[src/rtl/rf_wb_scheduler_pkg.sv]
// Shared widths, defaults and types for the register-file writeback scheduler.
package rf_wb_scheduler_pkg;

  localparam int REG_ADDR_W   = 5;
  localparam int DATA_W       = 32;
  localparam int NUM_REGS     = 32;
  localparam int MAX_WAIT_DEF = 4;
  localparam int MAX_OUT_DEF  = 4;
  localparam int CNT_W        = 5;   // holds 0..31 outstanding ops
  localparam int WAIT_W       = 4;   // holds 0..15 refused cycles

  typedef logic [REG_ADDR_W-1:0] reg_addr_t;
  typedef logic [DATA_W-1:0]     data_t;

  typedef enum logic [1:0] {
    GNT_NONE,
    GNT_WB0,
    GNT_WB1
  } gnt_e;

endpackage

[src/rtl/rf_scoreboard.sv]
// Pending-write scoreboard for long-latency destinations plus the outstanding
// long-op counter that throttles issue.
module rf_scoreboard
  import rf_wb_scheduler_pkg::*;
#(
  parameter int MAX_OUT = MAX_OUT_DEF
) (
  input  logic      clk,
  input  logic      rst_n,
  input  logic      set_en_i,
  input  reg_addr_t set_rd_i,
  input  logic      clr_en_i,
  input  reg_addr_t clr_rd_i,
  input  reg_addr_t rs_i,
  input  reg_addr_t rt_i,
  input  reg_addr_t rd_i,
  input  logic      inc_i,
  input  logic      dec_i,
  output logic      rs_pend_o,
  output logic      rt_pend_o,
  output logic      rd_pend_o,
  output logic      full_o
);

  logic [NUM_REGS-1:0] pend_q, pend_d;
  logic [CNT_W-1:0]    cnt_q, cnt_d;

  // NOTE: every signal assigned in always_comb gets a default first, otherwise
  // a missed branch silently infers a latch.
  always_comb begin
    pend_d = pend_q;
    if (clr_en_i) pend_d[clr_rd_i] = 1'b0;
    // Set is applied after clear so a same-cycle reissue to the same rd wins.
    if (set_en_i && (set_rd_i != '0)) pend_d[set_rd_i] = 1'b1;
    pend_d[0] = 1'b0;
  end

  always_comb begin
    cnt_d = cnt_q;
    unique case ({inc_i, dec_i})
      2'b10:   cnt_d = cnt_q + CNT_W'(1);
      2'b01:   cnt_d = cnt_q - CNT_W'(1);
      default: cnt_d = cnt_q;
    endcase
  end

  // NOTE: the pending vector is state the hazard logic trusts, so unlike a data
  // RAM it must be reset; a stale bit would stall ID forever.
  // NOTE: sequential state uses non-blocking assignments so every flop samples
  // the pre-edge value regardless of statement order.
  always_ff @(posedge clk or negedge rst_n) begin
    if (!rst_n) begin
      pend_q <= '0;
      cnt_q  <= '0;
    end else begin
      pend_q <= pend_d;
      cnt_q  <= cnt_d;
    end
  end

  assign rs_pend_o = pend_q[rs_i];
  assign rt_pend_o = pend_q[rt_i];
  assign rd_pend_o = pend_q[rd_i];
  assign full_o    = (cnt_q == CNT_W'(MAX_OUT));

endmodule

[src/rtl/rf_wb_scheduler.sv]
// Arbitrates the single register-file write port between pipeline WB and the
// MUL/DIV unit, tracks long-latency hazards and forces a WB bubble on starvation.
module rf_wb_scheduler
  import rf_wb_scheduler_pkg::*;
#(
  parameter int MAX_WAIT = MAX_WAIT_DEF,
  parameter int MAX_OUT  = MAX_OUT_DEF
) (
  input  logic        clk,
  input  logic        rst_n,
  input  logic        iss_valid,
  input  logic        iss_long,
  input  logic [4:0]  iss_rd,
  input  logic [4:0]  chk_rs,
  input  logic [4:0]  chk_rt,
  input  logic [4:0]  chk_rd,
  input  logic        wb0_valid,
  input  logic [4:0]  wb0_rd,
  input  logic [31:0] wb0_data,
  input  logic        wb1_valid,
  input  logic [4:0]  wb1_rd,
  input  logic [31:0] wb1_data,
  output logic        wb1_ready,
  output logic        raw_stall,
  output logic        waw_stall,
  output logic        lu_full,
  output logic        wb_stall,
  output logic        regWr,
  output logic [4:0]  WrReg,
  output logic [31:0] WriteData
);

  // With MAX_WAIT=1 the bubble can come no earlier than the second refusal.
  localparam int                WAIT_SAT_I = (MAX_WAIT > 1) ? MAX_WAIT - 1 : 1;
  localparam logic [WAIT_W-1:0] WAIT_SAT   = WAIT_W'(WAIT_SAT_I);

  gnt_e              gnt;
  logic              long_issue, wb1_xfer;
  logic              rs_pend, rt_pend;
  logic [WAIT_W-1:0] wait_q, wait_d;
  logic              wb_stall_q, wb_stall_d;

  assign wb1_ready  = !wb0_valid;
  assign wb1_xfer   = wb1_valid && wb1_ready;
  assign long_issue = iss_valid && iss_long;

  always_comb begin
    gnt = GNT_NONE;
    if (wb0_valid)      gnt = GNT_WB0;
    else if (wb1_valid) gnt = GNT_WB1;
  end

  always_comb begin
    regWr     = 1'b0;
    WrReg     = '0;
    WriteData = '0;
    unique case (gnt)
      GNT_WB0: begin
        regWr     = 1'b1;
        WrReg     = wb0_rd;
        WriteData = wb0_data;
      end
      GNT_WB1: begin
        regWr     = 1'b1;
        WrReg     = wb1_rd;
        WriteData = wb1_data;
      end
      default: ;
    endcase
  end

  // Refused cycles are counted up to a saturation point; the bubble request is
  // raised only on the transition into saturation so it lasts one cycle.
  always_comb begin
    wait_d     = wait_q;
    wb_stall_d = 1'b0;
    if (!wb1_valid || wb1_xfer) begin
      wait_d = '0;
    end else if (wait_q != WAIT_SAT) begin
      wait_d     = wait_q + WAIT_W'(1);
      wb_stall_d = (wait_d == WAIT_SAT);
    end
  end

  always_ff @(posedge clk or negedge rst_n) begin
    if (!rst_n) begin
      wait_q     <= '0;
      wb_stall_q <= 1'b0;
    end else begin
      wait_q     <= wait_d;
      wb_stall_q <= wb_stall_d;
    end
  end

  assign wb_stall  = wb_stall_q;
  assign raw_stall = rs_pend || rt_pend;

  rf_scoreboard #(
    .MAX_OUT (MAX_OUT)
  ) u_scoreboard (
    .clk       (clk),
    .rst_n     (rst_n),
    .set_en_i  (long_issue),
    .set_rd_i  (iss_rd),
    .clr_en_i  (wb1_xfer),
    .clr_rd_i  (wb1_rd),
    .rs_i      (chk_rs),
    .rt_i      (chk_rt),
    .rd_i      (chk_rd),
    .inc_i     (long_issue),
    .dec_i     (wb1_xfer),
    .rs_pend_o (rs_pend),
    .rt_pend_o (rt_pend),
    .rd_pend_o (waw_stall),
    .full_o    (lu_full)
  );

endmodule

[config.mk]
export PLATFORM = sky130hd
export DESIGN_NAME = rf_wb_scheduler
export DESIGN_NICKNAME = d
export VERILOG_FILES = /design/src/rtl/rf_wb_scheduler_pkg.sv /design/src/rtl/rf_scoreboard.sv /design/src/rtl/rf_wb_scheduler.sv
export SDC_FILE = /design/constraint.sdc
export NUM_CORES = 1
export LEC_CHECK = 0
export BUFFER_PORTS_ARGS = -buffer_cell sky130_fd_sc_hd__buf_2
export CORE_ASPECT_RATIO = 0.7
export CORE_MARGIN = 3
export CORE_UTILIZATION = 30
export CTS_CLUSTER_DIAMETER = 40
export CTS_CLUSTER_SIZE = 12
export DETAILED_ROUTE_END_ITERATION = 8
export HOLD_SLACK_MARGIN = 0.1
export PLACE_DENSITY = 0.65
export SLEW_MARGIN = 20
export SYNTH_ARGS = -nofsm -noshare
export SYNTH_HDL_FRONTEND = slang
export SYNTH_HIERARCHICAL = 1
export SYNTH_SLANG_ARGS = --single-unit
[constraint.sdc]
create_clock -name clk -period 2.3 [get_ports clk]
set_clock_uncertainty 0.15 [all_clocks]
set_input_delay 0.46 -clock clk [delete_from_list [all_inputs] [get_ports clk]]
set_output_delay 0.46 -clock clk [all_outputs]
set_load 0.01 [all_outputs]
Yosys cells after proc, flatten, opt, wreduce, memory -nomap -nowiden
Cells that the tools add are included.
W data, S select, Z words.

word-level totals
  register bits after elaboration = 41
  output and inout bits = 43
  logic and storage cells = 59

cells by class
  $add $sub $neg = 3
  order comparisons = 7
  equal/unequal tests = 7
  mux-type cells = 22
  bitwise gates (word level) = 3
  reductions and logical operators = 13

operators by type and width
  cell                   number
  $mux W32               2
  $pmux W32 S2           1
  $and A32 B32 Y32       1
  $not A32 Y32           1
  $or A32 B32 Y32        1
  $lt A5 B6 Y1 const B   5
  $pmux W5 S2            2
  $bmux W1 S5            3
  $demux W1 S5           2
  $ge A5 B1 Y1 const B   2
  $mux W1                8
  $mux W4                2
  $add A5 B1 Y5 const B  1
  $eq A5 B3 Y1 const B   1
  $logic_and A1 B1 Y1    5
  $reduce_bool A5 Y1     1
  $sub A5 B1 Y5 const B  1
  $add A4 B1 Y4 const B  1
  $eq A2 B1 Y1 const B   2
  $eq A2 B2 Y1 const B   2
  $eq A4 B2 Y1 const B   1
  $mux W2                2
  $ne A4 B2 Y1 const B   1
  $reduce_bool A2 Y1     2
  3 further kinds        5

Logic depth before layout (Yosys ltp)
Gate-level depths: netlist of the first run.

  word-level depth = 9
  depth in mapped cells = 11
  gate-level depth less buffers = 9

Cells and area by module
Netlist of the first run, hierarchy kept.

by module, submodules not included
  module           times used  cells each  area each (µm²)  sequential area each (µm²)
  rf_scoreboard    1           262         2558.7           900.9
  rf_wb_scheduler  1           77          680.7            125.1

Worst setup path before layout of the first run
No wires, ideal clock.

  path type = input-to-output
  start = input chk_rt[0]
  end = output raw_stall
  arrival = 1.935 ns
  required time = 1.690 ns
  path slack = -0.245 ns
  cell stages on the path = 6
  path buffers = 1
  cell sequence = buf_6 > mux4_1 > mux2i_1 > nor3b_1 > or3_1 > or2_2

on the way
  longest elaborated chain between the ends = 3

ends and longest elaborated chain
  item                           RTL line               source
  from (decl)                    rf_wb_scheduler.sv:15  input logic [4:0] chk_rt,
  $bmux W1 S5                    rf_scoreboard.sv:62    assign rt_pend_o = pend_q[rt_i];
  $mux W1 (not written as such)  rf_scoreboard.sv:62
  named net rt_pend              rf_wb_scheduler.sv:39  logic rs_pend, rt_pend;
  $logic_or A1 B1 Y1             rf_wb_scheduler.sv:96  assign raw_stall = rs_pend || rt_pend;
  to (decl)                      rf_wb_scheduler.sv:24  output logic raw_stall,

The timed path passes the listed nets, and every way through them passes these cells. The select of a mux whose other input is x is not followed.

Worst setup path in the final report of the first run
  start = register u_scoreboard.pend_q[16]
  end = output raw_stall

on the way
  longest elaborated chain between the ends = 3
  elaborated cells between the ends (all ways) = 5
  those cells by class = 4 x mux; 1 x reduce/logical

ends and longest elaborated chain
  item                           RTL line               source
  from (decl)                    rf_scoreboard.sv:25    logic [NUM_REGS-1:0] pend_q, pend_d;
  from (signal assigned)         rf_scoreboard.sv:56    pend_q <= pend_d;
  $bmux W1 S5                    rf_scoreboard.sv:61    assign rs_pend_o = pend_q[rs_i];
  $mux W1 (not written as such)  rf_scoreboard.sv:61
  named net rs_pend              rf_wb_scheduler.sv:39
  $logic_or A1 B1 Y1             rf_wb_scheduler.sv:96

The timed path passes the listed nets, and every way through them passes these cells. The select of a mux whose other input is x is not followed.

==> results.cfg, run 1 <==
[cells_and_area]
num-fill-cells = 1038
area_growth_pct = 31.48
seq_area_um2 = 1031
layout-drive-gt1-share = 0.3893
num_antenna_cells = 0
multi_input_area_um2 = 2021
fin_cells = 620
final_area_um2 = 4259
fin_nets = 592
final_util = 0.4082

[power_and_ir_drop]
power_mw = 2.705
max-vdd-ir-drop_mv = 0.3096
p_leak_nw = 2.019
powerDensity_nw_per_um2 = 635.2

[worst_setup_path]
critPathKind = flip-flop to primary output
cp_top_family = simple AND/OR/NAND/NOR gates
cp_slowest_cell = mux4_2
worstPathArrival_ns = 2.17
max_stage_delay_ns = 0.47
r2r_cells = 6
cp.depth = 6
path_cells = mux4_2 -> mux2i_1 -> nor3b_1 -> or3_1 -> or2_4 -> buf_6
path_buf_inv = 1
worstPathRequired_ns = 1.69
startpoint_type = flip-flop
end_kind = primary output
crit_fanout = 4

[timing]
hold_viol_final = 0
worst_pin_slew_ns = 0.5342
fin_crit_ns = 2.780
final.setup.tns_ns = -0.7159
rsz0062_at_grt = yes
fin_ws_ns = -0.4797
finalSetupViolCount = 2
slew_headroom = 0.6439
holdWs_ns = 0.2954
layout_worst_path_cycle_share = 1.209
fmax_mhz = 359.8
drv_slew = 0

[global_route]
grt_pass1_vias = 3353
track_usage = 0.1767
grt_first_pass_wirelength_mm = 17.17
grt_overflow = 0
antenna_found_initial = 0
grt_max_degree = 42

[clocking]
cts_root_buf = clkbuf_16
cts_buffer_depth = 2
h-tree-depth = 2
clock_latency_ns = 0.29
cts_tree = built
clk_pin_slew_ns = 0.06
cts_buffers = 5
cts_sinks = 41

[status]
status = finished with violations
failed_checks = setup timing

[logic_synthesis]
synth.top_cells.by_count = o21ai_0, dfrtp_1, a22o_1, mux2i_1, nand3_1
synth_nets = 444
synth_flop_cell = dfrtp_1
synth-compound-area-share = 0.2619
synthAdderAreaFrac = 0.01931
synth-simple-area-share = 0.1591
synth_xor_area_frac = 0.02163
postSynthAreaPerCell_um2 = 9.556
ys_seq_elements = 41
synth_top_area_frac = 0.3167
synth.distinct_cells = 39
synth_edf_count = 0
synth_top_family_by_area = compound AO/OA/AOI/OAI gates
yosys_warnings = 6
async_flop_share = 1.000
synth_area_leaders = dfrtp_1, o21ai_0, a22o_1, mux2i_1, mux4_1
synth_most_common_cell = o21ai_0
syn_inst = 339
synth-seq-area-share = 0.3167
synth_mux_area_frac = 0.1692
syn-cell-area_um2 = 3239
yosysTopAreaCell = dfrtp_1

[place]
detailedPlace.worstSlack_ns = -0.4091
placed_area_um2 = 4088
finalWeightedCongestion = 0.8788
port_buffers = 142
place_hpwl_mm = 8.304
dpl.cell_count = 610

[routing]
drc = 0
viasPerCell = 5.606
drt-total-wl_mm = 10.85
drtAntennaViolNets = 0
vias = 3476
wl_per_cell_um = 17.50
drt_pass1_iterations = 5
initialDrtViolationCount = 199

[floorplan]
fp.dieH_um = 92.94
start_util = 0.3105
rows = 31
die_w_um = 130.2
io-pin-count = 143
dieArea_um2 = 12100
core_area_um2 = 10430

[flow_run]
max_cap_violations = 0

[worst_hold_path]
hp-class = primary input to flip-flop
hold_depth = 3
## layout make-up
class,count,share of cell area
sequential,41,0.2421
clock buffer,6,0.03261
clock inverter,2,0.003231
multi-input combinational,274,0.4744
tap,132,0.03878
timing repair buffer,161,0.2053
inverter,4,0.003525
## registers in the layout, summed over array words and instances (netlist names)
name,flops
u_scoreboard/cnt_q,5
wb_stall,1
wait_q,4
u_scoreboard/pend_q,31
## cell usage in the layout (no fill, tap or decap), types with 2 or more instances in the layout
| cell | instances |
|---|---|
| or3_1 | 6 |
| nand2b_1 | 4 |
| xnor2_1 | 3 |
| xor2_1 | 5 |
| a22o_1 | 37 |
| a21oi_1 | 16 |
| a2111oi_0 | 2 |
| buf_4 | 17 |
| nor2_1 | 12 |
| mux2i_1 | 30 |
| nor2b_1 | 10 |
| nand3_1 | 17 |
| dfrtp_1 | 37 |
| ha_1 | 4 |
| a211o_1 | 2 |
| clkbuf_16 | 5 |
| nor3_1 | 4 |
| nand2_1 | 6 |
| buf_2 | 141 |
| o21ai_0 | 67 |
| inv_1 | 4 |
| a22oi_1 | 6 |
| dfrtp_2 | 4 |
| nand3b_1 | 11 |
| mux4_2 | 8 |
| or3b_2 | 4 |
| nor3b_1 | 3 |
| nand4_1 | 3 |
## timing repair
item	4_1_cts	5_1_grt
endpoints found under the setup margin	2	2
setup buffers	0	1
hold buffers	1	0
gates resized for setup	1	8
pin swaps	3	3
endpoints found under the hold margin	11	0
## per-layer routing
metal  global-route usage  up-vias  part of all wire
met5                    0        -                 0
met4              0.03893        0            0.0061
met3              0.04669        7             0.088
met2               0.2573      162              0.44
met1               0.2608     1702              0.46
li1                     -     1605                 -
## cells by family after synthesis
family / count (synthesis)
DFF: 41
muxes: 40
xor gates and xnor gates: 8
AOI/OAI and AO/OA: 133
and+or+nand+nor: 88
buffers and inverters: 24
adders and majority gates: 5
## where the power goes
part           internal [mW]  switching (mW)
Clock                  0.431           0.288
Combinational          0.468           0.416
Sequential             0.880           0.221
Total                   1.78           0.925
## worst min-delay path, delay by kind of cell
family	cells	cell delay, ns
simple gates	1	0.06
compound gates	1	0.05
buf+inv	1	0.12
## path summary, 6_finish.rpt
path                            slack, ns                      to                     from
worst max-delay path                -0.48               raw_stall  u_scoreboard/pend_q[16]
worst min-delay path                 0.30                wb_stall                wb1_valid
worst max register to register       0.57   u_scoreboard/cnt_q[4]    u_scoreboard/cnt_q[1]
worst min register to register       0.33   u_scoreboard/cnt_q[4]    u_scoreboard/cnt_q[4]
max in group asynchronous            1.00  u_scoreboard/pend_q[7]                    rst_n
min in group asynchronous            0.61   u_scoreboard/cnt_q[3]                    rst_n
(Power assumes the default switching activity.)
==> inputs of run 2 (changes only) <==
- CORE_MARGIN: 3 -> not set
==> results.cfg, run 2 (synthesized netlist as in run 1, its figures left out) <==
[worst_setup_path]
r2r_cells = 6
critPathKind = flip-flop to primary output
r2r-start = u_scoreboard/cnt_q[1]
worstPathArrival_ns = 2.13
crit_fanout = 4
startpoint_type = flip-flop
r2r-end = u_scoreboard/cnt_q[4]
r2r_slack_ns = 0.58
end_kind = primary output
worstPathRequired_ns = 1.69

[cells_and_area]
area_growth_pct = 31.98
regMostFlops = u_scoreboard/pend_q
top_regs = u_scoreboard/pend_q x31, u_scoreboard/cnt_q x5, wait_q x4
num_antenna_cells = 0
final_cell_mix = buf_2, o21ai_0, dfrtp_1
layout_commonest_cell = buf_2
num-fill-cells = 1051
layout-drive-gt1-share = 0.3770
largest_reg_flops = 31
fin_nets = 593

[routing]
wl_per_cell_um = 16.87
vias = 3433
viasPerCell = 5.537
drt_pass1_iterations = 4
drtAntennaViolNets = 0
drt-total-wl_mm = 10.46
initialDrtViolationCount = 203
drc = 0

[clocking]
cts_buffer_depth = 2
h-tree-depth = 2
cts_tree = built
cts_buffers = 5
cts_root_buf = clkbuf_16
clock_latency_ns = 0.28
cts_sinks = 41
clk_pin_slew_ns = 0.06

[global_route]
grt_first_pass_wirelength_mm = 15.90
track_usage = 0.1806
met1_usage = 0.2595
antenna_found_initial = 0
grt_pass1_vias = 3175
grt_most_used_layer = met2
grt_use_met2 = 0.2923
grt_overflow = 0
grt_max_degree = 42
grt_util_met3 = 0.02573

[power_and_ir_drop]
p_leak_nw = 2.042
max-vdd-ir-drop_mv = 0.4556
powerDensity_nw_per_um2 = 639.6

[floorplan]
io-pin-count = 143
die_w_um = 126.2
start_util = 0.3105
core_area_um2 = 10430
rows = 31
fp.dieH_um = 88.94
dieArea_um2 = 11220

[timing]
layout_worst_path_cycle_share = 1.192
fin_crit_ns = 2.741
worst_pin_slew_ns = 0.5177
drv_slew = 0
fmax_mhz = 364.8
rsz0062_at_grt = yes
finalSetupViolCount = 2
final.setup.tns_ns = -0.7323
slew_headroom = 0.6549
hold_viol_final = 0
fin_ws_ns = -0.4413

[worst_hold_path]
hp-class = primary input to flip-flop
hold_end = wb_stall
hold_depth = 3
min-delay-start = wb1_valid

[place]
port_buffers = 142
finalWeightedCongestion = 0.8599
place_hpwl_mm = 8.256
detailedPlace.worstSlack_ns = -0.3963

[status]
status = finished with violations
failed_checks = setup timing

[flow_run]
max_cap_violations = 0
-- run 2: area by class of cell --
| class | instances | area [um2] | share of cell area |
|---|---|---|---|
| timing repair buffer | 162 | 882.1 | 0.2063 |
| inverter | 4 | 15.01 | 0.003512 |
| sequential | 41 | 1026 | 0.2400 |
| clock inverter | 2 | 35.03 | 0.008194 |
| tap | 132 | 165.2 | 0.03863 |
| clock buffer | 5 | 125.1 | 0.02927 |
| multi-input combinational | 274 | 2027 | 0.4741 |
-- run 2: repair_timing --
item / CTS / global route
hold endpoints to repair: 1 / 0
hold buffers: 1 / 0
setup endpoints to repair: 2 / 2
setup buffers: 1 / 0
pin swaps: 4 / 1
gates resized for setup: 2 / 0
-- run 2: worst max-delay path by stage --
stage	end	startpoint	slack, ns	cells after the start
3_3_place_gp	raw_stall	chk_rs[0]	-0.37	7
3_5_place_dp	raw_stall	chk_rs[0]	-0.40	7
6_report	raw_stall	u_scoreboard/pend_q[7]	-0.44	6
5_1_grt	raw_stall	u_scoreboard/pend_q[7]	-0.50	6
4_1_cts	raw_stall	u_scoreboard/pend_q[7]	-0.43	6
2_1_floorplan	raw_stall	chk_rs[0]	-0.13	6
-- run 2: worst max-delay path, cell delays in order, from the launching register on --
cell and delay [ns]:
dfrtp_1 0.43, mux4_2 0.50, mux2i_1 0.15, nor3_1 0.06
or3_1 0.36, or2_4 0.24, buf_6 0.12
-- run 2: where the power goes --
part | switching, mW | leakage, nW | total, mW | internal [mW]
logic | 0.408 | 1.44 | 0.871 | 0.463
registers | 0.221 | 0.523 | 1.10 | 0.878
clock network | 0.262 | 0.0797 | 0.765 | 0.503
-- run 2: layer usage --
layer | up-vias | routed length (um)
li1 | 1608 | -
met1 | 1668 | 4873
met2 | 152 | 4798
met3 | 5 | 738
met4 | 0 | 51
met5 | - | 0
-- run 2: per-stage QoR --
stage / util / std cells / hold slack (ns) / cell area (um2) / total power, mW
after floorplan: - / 339 / 0.01441 / 3246 / 1.592
after global placement: 0.3925 / 611 / 0.3108 / 4095 / 1.918
after detailed placement: 0.3925 / 611 / 0.3305 / 4095 / 1.960
after CTS: 0.4098 / 620 / 0.2847 / 4275 / 2.745
after global routing: 0.4098 / 620 / 0.3172 / 4275 / 2.891
final: 0.4098 / 620 / 0.2889 / 4275 / 2.735
==> inputs of run 3 (changes only) <==
- CTS_CLUSTER_DIAMETER: 40 -> not set
- PLACE_DENSITY: 0.65 -> not set
- PLACE_DENSITY_LB_ADDON: not set -> 0.12
==> results.cfg, run 3 (synthesized netlist as in run 1, its figures left out) <==
[floorplan]
dieArea_um2 = 11220
io-pin-count = 143
core_area_um2 = 10430
fp.dieH_um = 88.94
rows = 31
die_w_um = 126.2
start_util = 0.3105

[power_and_ir_drop]
powerDensity_nw_per_um2 = 647.1
comb_power_share = 0.312
switchingPower_mw = 0.8979
power_mw = 2.784
max-vdd-ir-drop_mv = 0.4766
seq_power_share = 0.394
p_int_mw = 1.886
p_leak_nw = 2.026
power.share.clock = 0.294
swShare = 0.3225

[timing]
rsz0062_at_grt = yes
final.setup.tns_ns = -0.7064
layout_worst_path_cycle_share = 1.190
slew_headroom = 0.6902
holdWs_ns = 0.2966
hold_viol_final = 0
finalSetupViolCount = 2
fmax_mhz = 365.5
drv_slew = 0
fin_ws_ns = -0.4362
worst_pin_slew_ns = 0.4648
fin_crit_ns = 2.736

[cells_and_area]
fin_nets = 593
fin_cells = 621
layout-drive-gt1-share = 0.3947
area_growth_pct = 32.83
num_antenna_cells = 0
largest_reg_flops = 31
top_regs = u_scoreboard/pend_q x31, u_scoreboard/cnt_q x5, wait_q x4
layout_commonest_cell = buf_2
regMostFlops = u_scoreboard/pend_q
final_cell_mix = buf_2, o21ai_0, a22o_1, dfrtp_1, mux2i_1

[global_route]
antenna_found_initial = 0
track_usage = 0.1781
grt_overflow = 0
grt_pass1_vias = 3003
grt_max_degree = 42
grt_first_pass_wirelength_mm = 15.75

[clocking]
cts_root_buf = clkbuf_16
cts_setup_buffers = 0
cts_tree = built
clock_latency_ns = 0.28
h-tree-depth = 2
cts_buffers = 5
cts_sinks = 41
clk_pin_slew_ns = 0.06
cts_buffer_depth = 2

[place]
detailedPlace.worstSlack_ns = -0.4029
port_buffers = 142
dpl.cell_count = 612
finalWeightedCongestion = 0.8126
place_hpwl_mm = 8.050

[status]
failed_checks = setup timing
status = finished with violations

[worst_setup_path]
path_buf_inv = 1
cp_top_family = simple AND/OR/NAND/NOR gates
critPathKind = flip-flop to primary output
end_kind = primary output
max_stage_delay_ns = 0.46
worstPathRequired_ns = 1.69
worstPathArrival_ns = 2.13
cp_slowest_cell = mux4_2
startpoint_type = flip-flop
crit_fanout = 4
path_cells = mux4_2 -> mux2i_1 -> nor3_1 -> or3_1 -> or2_4 -> buf_6

[routing]
initialDrtViolationCount = 175
wl_met2_mm = 4.520
vias = 3333
drc = 0
dr_wl_met3_um = 683
top_layer_used = met4
drt-total-wl_mm = 10.25
wl_per_cell_um = 16.50
met1_length_mm = 4.993
drtAntennaViolNets = 0
viasPerCell = 5.367
drt_pass1_iterations = 4

[worst_hold_path]
hp-class = primary input to flip-flop

[flow_run]
max_cap_violations = 0
[run 3: cell types whose count changed in the layout (fill, tap and decap cells not counted), moves of 3 or more]
cell,previous run,this run
mux4_2,6,9
dfrtp_2,0,4
dfrtp_1,41,37
mux4_1,3,0
[run 3: final timing paths]
kind | start | endpoint | slack [ns] | cells after the start
setup / recovery | u_scoreboard/pend_q[6] | raw_stall | -0.44 | 6
hold / removal | wb1_valid | wb_stall | 0.30 | 3
setup reg to reg | u_scoreboard/cnt_q[1] | u_scoreboard/cnt_q[4] | 0.62 | 6
hold reg to reg | u_scoreboard/cnt_q[4] | u_scoreboard/cnt_q[4] | 0.31 | 1
max in group asynchronous | rst_n | u_scoreboard/pend_q[7] | 1.00 | 3
min in group asynchronous | rst_n | wb_stall | 0.51 | 2
[run 3: power groups by stage]
stage,Combinational (mW),Sequential [mW],Clock [mW]
2_1_floorplan,0.600,0.992,0
3_3_place_gp,0.842,1.10,0
3_5_place_dp,0.855,1.10,0
4_1_cts,0.872,1.09,0.838
5_1_grt,0.981,1.12,0.865
6_report,0.869,1.10,0.819
[run 3: timing repair]
| action | 4_1_cts | 5_1_grt |
|---|---|---|
| hold buffers | 1 | 0 |
| endpoints found under the setup margin | 2 | 2 |
| pin swaps | 6 | 0 |
| hold endpoints to repair | 18 | 0 |
| resized for setup | 6 | 5 |
[run 3: area by class of cell]
class,count,area (um2)
fillers,1043,6131
clock inverters,2,37.54
repair buffers,162,894.6
flip-flops and latches,41,1031
well taps,132,165.2
multi-input cells,274,2021
inverters,4,15.01
clock buffers,6,138.9
[run 3: through the flow]
step	utilization	cell area, um2
4_1_cts	0.4118	4297
2_1_floorplan	-	3246
3_5_place_dp	0.3944	4115
5_1_grt	0.4124	4303
3_3_place_gp	0.3944	4115
6_report	0.4124	4303
[run 3: tightest hold or removal path: stages]
cell and delay [ns]:
buf_2 0.12, nand3_1 0.06, a21oi_1 0.04
[run 3: layer usage]
| metal | up-vias | global-route usage |
|---|---|---|
| met3 | 6 | 0.04010 |
| li1 | 1605 | - |
| met5 | - | 0 |
| met1 | 1590 | 0.2633 |
| met2 | 132 | 0.2692 |
| met4 | 0 | 0.02738 |
